--- config.mk ---
export PLATFORM = sky130hd
export DESIGN_NAME = way_replace_ctrl
export DESIGN_NICKNAME = d
export VERILOG_FILES = /design/src/rtl/cache_repl_pkg.sv /design/src/rtl/plru_tree.sv /design/src/rtl/way_replace_ctrl.sv
export SDC_FILE = /design/constraint.sdc
export NUM_CORES = 1
export LEC_CHECK = 0
export ABC_CLOCK_PERIOD_IN_PS = 3600
export CELL_PAD_IN_SITES_DETAIL_PLACEMENT = 1
export CELL_PAD_IN_SITES_GLOBAL_PLACEMENT = 2
export CORE_ASPECT_RATIO = 0.7
export CORE_MARGIN = 4
export CORE_UTILIZATION = 37
export DETAILED_ROUTE_END_ITERATION = 8
export PLACE_DENSITY = 0.9
export SETUP_SLACK_MARGIN = 0.2
export SLEW_MARGIN = 15
export SYNTH_ARGS = -nofsm -noshare
export SYNTH_HDL_FRONTEND = slang
export SYNTH_SLANG_ARGS = --single-unit
--- constraint.sdc ---
create_clock -name clk -period 3.6 [get_ports clk]
set_input_delay 0.72 -clock clk [delete_from_list [all_inputs] [get_ports clk]]
set_output_delay 0.72 -clock clk [all_outputs]
set_load 0.02 [all_outputs]
--- src/rtl/cache_repl_pkg.sv ---
// cache_repl_pkg: shared FSM states and index-width helpers for the replacement controller
package cache_repl_pkg;
  typedef enum logic {IDLE, FLUSH} state_t;
  localparam int DEF_WAYS = 4;
  localparam int DEF_SETS = 8;
  function automatic int idx_w(input int n);
    return (n > 1) ? $clog2(n) : 1;
  endfunction
  localparam int WAY_W = idx_w(DEF_WAYS);
  localparam int SET_W = idx_w(DEF_SETS);
endpackage

--- src/rtl/plru_tree.sv ---
// plru_tree: tree-PLRU victim walk and touch update for one set (heap-ordered nodes)
module plru_tree
  import cache_repl_pkg::*;
#(
  parameter int NUM_WAYS = DEF_WAYS,
  localparam int WW = idx_w(NUM_WAYS)
) (
  input  logic [NUM_WAYS-2:0] bits,
  input  logic [WW-1:0]       touch_way,
  output logic [WW-1:0]       victim,
  output logic [NUM_WAYS-2:0] bits_nxt
);
  always_comb begin
    int n;
    victim = '0;
    bits_nxt = bits;
    n = 0;
    for (int l = WW - 1; l >= 0; l--) begin
      victim[l] = bits[n];
      n = 2 * n + 1 + int'(bits[n]);
    end
    n = 0;
    // each node on the path now points away from the touched way
    for (int l = WW - 1; l >= 0; l--) begin
      bits_nxt[n] = ~touch_way[l];
      n = 2 * n + 1 + int'(touch_way[l]);
    end
  end
endmodule

--- src/rtl/way_replace_ctrl.sv ---
// way_replace_ctrl: per-set valid tracking, tree-PLRU victim selection and sequential flush
module way_replace_ctrl
  import cache_repl_pkg::*;
#(
  parameter int NUM_WAYS = DEF_WAYS,
  parameter int NUM_SETS = DEF_SETS,
  localparam int WW = idx_w(NUM_WAYS),
  localparam int SW = idx_w(NUM_SETS)
) (
  input  logic                clk,
  input  logic                rst,
  input  logic [SW-1:0]       set_idx,
  input  logic                hit,
  input  logic [WW-1:0]       hit_way,
  input  logic                alloc_req,
  input  logic                flush_req,
  output logic [WW-1:0]       victim_way,
  output logic                victim_valid,
  output logic [NUM_WAYS-1:0] valid_load,
  output logic                ready,
  output logic                flush_done
);
  state_t state, state_nxt;
  logic [SW-1:0] cnt;
  logic [NUM_SETS-1:0][NUM_WAYS-1:0] valid;
  logic [NUM_SETS-1:0][NUM_WAYS-2:0] plru;
  logic [NUM_WAYS-1:0] set_valid;
  logic [WW-1:0] tree_victim, touch_way;
  logic [NUM_WAYS-2:0] plru_nxt;
  assign set_valid = valid[set_idx];
  assign ready = state == IDLE;
  assign flush_done = state == FLUSH && cnt == SW'(NUM_SETS - 1);
  assign victim_valid = &set_valid;
  assign touch_way = alloc_req ? victim_way : hit_way;
  assign valid_load = (alloc_req && ready) ? {{(NUM_WAYS-1){1'b0}}, 1'b1} << victim_way : '0;
  plru_tree #(.NUM_WAYS(NUM_WAYS)) u_tree (
    .bits(plru[set_idx]),
    .touch_way(touch_way),
    .victim(tree_victim),
    .bits_nxt(plru_nxt)
  );
  // an empty way always wins over the PLRU choice, lowest index first
  always_comb begin
    victim_way = tree_victim;
    for (int w = NUM_WAYS - 1; w >= 0; w--)
      if (!set_valid[w]) victim_way = WW'(w);
  end
  always_comb begin
    state_nxt = (state == IDLE) ? (flush_req ? FLUSH : IDLE) : (flush_done ? IDLE : FLUSH);
  end
  always_ff @(posedge clk) begin
    if (rst) begin
      state <= IDLE;
      cnt <= '0;
      valid <= '0;
      plru <= '0;
    end else begin
      state <= state_nxt;
      if (state == FLUSH) begin
        valid[cnt] <= '0;
        plru[cnt] <= '0;
        cnt <= cnt + 1'b1;
      end else begin
        if (flush_req) cnt <= '0;
        if (alloc_req) begin
          valid[set_idx][victim_way] <= 1'b1;
          plru[set_idx] <= plru_nxt;
        end else if (hit) begin
          plru[set_idx] <= plru_nxt;
        end
      end
    end
  end
endmodule

==> results.tsv <==
stage	metric	value	unit
floorplan	die-area	0.01026	mm^2
logic_synthesis	netlist_instances	364	
clock_network	cts_tree	yes	
power	power	1743	uW
route	ant_nets	0	
timing	finalSetupViolations	0	
setup_path	cp_max_fo	4	
finish	n_antenna_cell	0	
clock_network	htree_levels	3	
logic_synthesis	synth_flop_cell	dfxtp_1	
logic_synthesis	synth_edf_count	0	
logic_synthesis	yosysSeqAreaShare	0.3741	
logic_synthesis	yosys.area.top_type	dfxtp_1	
run	timing.max_cap.violations	0	
route	avgViaCountPerCell	5.951	
route	vias	3303	
place	gp_congestion	0.8529	
timing	fin_crit	3.396	ns
setup_path	crit_path_start_kind	input pin	
clock_network	root_buffer	clkbuf_16	
setup_path	crit_arrival	2.68	ns
floorplan	fp.dieH	85.94	um
logic_synthesis	synth-async-reset-ratio	0	
route	wire_per_inst	22.45	um
timing	whs	0.4542	ns
finish	drive_above_1_share	0.2759	
finish	fin_cells	555	
grt	grt_overflow	0	
timing	slew_viol_final	0	
route	routed.top_layer	met4	
grt	grt_pass1_vias	3397	
logic_synthesis	avgSynthCellArea	8.820	um^2
min_path	hp-class	register to register	
grt	grt_pass1_wl	19350	um
logic_synthesis	synth_seq_cells	60	
clock_network	cts_buffers	9	
logic_synthesis	syn_nets	376	
grt	gr-usage-all-layers	0.2448	
timing	fin_crit_sh	0.9434	
floorplan	coreArea	0.008443	mm^2
setup_path	timing.rr.start	plru[18]	
grt	grt_max_degree	28	
min_path	hp-start	valid[3]	
timing	fin_skew	0.008820	ns
power	power.density	402.9	mW/mm^2
setup_path	critPathRequiredTime	2.88	ns
place	dpl.hpwl	8446	um
route	first_iter_violations	244	
logic_synthesis	yosysMostFrequentCell	dfxtp_1	
grt	antenna_found_initial	0	
place	placedCellCount	525	
timing	fmax	0.2945	GHz
finish	fill_cells	954	
place	io_buffers	18	
timing	final-hold-violation-count	0	
route	drcViolationCount	0	
clock_network	cts.sink_count	60	
clock_network	hold_buffers	0	
route	wl_met2	5599	um
floorplan	row_count	28	
finish	finish.net_count	443	
run_status	status	finished, final reports clean	
setup_path	critical_path_class	input pin to primary output	
timing	worstMarginPinSlew	0.9133	ns
logic_synthesis	syn_area	0.003211	mm^2
logic_synthesis	netlist_top_cells_area	dfxtp_1 37%, a32oi_1 6.3%, mux4_2 5.6%	
floorplan	ioPinCount	19	
setup_path	cp-startpoint	set_idx[2]	
logic_synthesis	synth.distinct_cells	54	
route	firstDrtPassIters	4	
route	dr_wl_met3	785	um
timing	relSlewSlack	0.3864	
logic_synthesis	ys.warnings.count	0	
power	vdd_drop_max	0.2111	mV
finish	syn2layout_area_growth	34.76	%
timing	finalSetupTns	0	ns
setup_path	worstSetupEndpointType	primary output	
route	met1Wirelength	5796	um
logic_synthesis	synth_commonest_cells	60 x dfxtp_1, 48 x nor2_1, 38 x nand2_1	
timing	rsz0062_at_grt	true	
floorplan	start_util	0.3803	
route	finalWirelength	12460	um
power	p_leak	0.001618	uW
clock_network	cts.path.max_buffers	2	
clock_network	clk_latency	0.34	ns
logic_synthesis	synth_top_area_share	0.3741	
floorplan	die_w	119.3	um
clock_network	path_clk_slew	0.05	ns
## registers in the layout (all words and copies together) (netlist names)
name,cells
cnt,3
plru,24
valid,32
state,1
## cells by family (layout without fill, tap and decap cells)
family / Yosys count / after routing / share of synthesized area
adders and majority gates: 2 / 2 / 0.007793
muxes: 21 / 21 / 0.1029
buffers and inverters: 34 / 105 / 0.05183
DFF: 60 / 60 / 0.3741
and+or+nand+nor: 139 / 139 / 0.2050
AOI/OAI and AO/OA: 108 / 108 / 0.2584
## path summary, 6_finish.rpt
| path | slack, ns | cells after the start | end |
|---|---|---|---|
| setup / recovery | 0.20 | 9 | valid_load[1] |
| hold / removal | 0.45 | 2 | valid[3] |
| setup reg to reg | 0.92 | 8 | plru[14] |
| hold reg to reg | 0.45 | 2 | valid[3] |
## layer usage
layer / global-route usage / vias to the layer above
li1: - / 1512
met2: 0.3737 / 126
met4: 0.09252 / 0
met1: 0.3336 / 1640
met3: 0.06460 / 25
met5: 0 / -
## placed cells by master, fill, tap and decap left out, types with 9 or more instances in the layout
master | synthesis | routed
nand2_1 | 38 | 37
clkbuf_16 | 0 | 10
a22oi_1 | 17 | 17
dfxtp_1 | 60 | 60
a21oi_1 | 17 | 17
nor2_1 | 48 | 48
nand3b_1 | 9 | 9
a32oi_1 | 23 | 23
o31ai_1 | 22 | 22
buf_4 | 2 | 54
## area by class of cell
class                           instances  area (um^2)  area share
Multi-Input combinational cell        270         1938      0.4479
Sequential cell                        60         1201      0.2776
Timing Repair Buffer                   84        755.7      0.1747
Clock buffer                           10        229.0     0.05292
Tap cell                              120        150.1     0.03470
Clock inverter                          5        30.03    0.006940
Inverter                                6        22.52    0.005205
## timing repair
item	in CTS	in global routing
pin swaps	13	9
gates resized for setup	48	17
gates cloned	0	1
setup buffers	8	6
setup endpoints to repair	8	7
## critical path, stage by stage
cell,delay [ns]
buf_2,0.14
buf_6,0.13
mux4_2,0.54
a21oi_4,0.23
buf_6,0.14
nand4b_1,0.17
a211oi_4,0.35
buf_6,0.16
buf_6,0.11
## metrics by stage
step | area [um^2] | util | setup slack (ns)
after CTS | 4199 | 0.4973 | 0.1679
after global placement | 3831 | 0.4538 | -0.6142
after detailed placement | 3831 | 0.4538 | -0.6603
after floorplan | 3217 | - | 0.2300
final | 4327 | 0.5124 | 0.2039
after global routing | 4327 | 0.5124 | 0.1693
## report_power, final
group	total, uW	switching (uW)	internal, uW
Combinational	286	167	119
Sequential	689	11.0	678
Clock	769	312	457
Total	1740	490	1250
No activity file was read; power rests on OpenSTA's default activity.
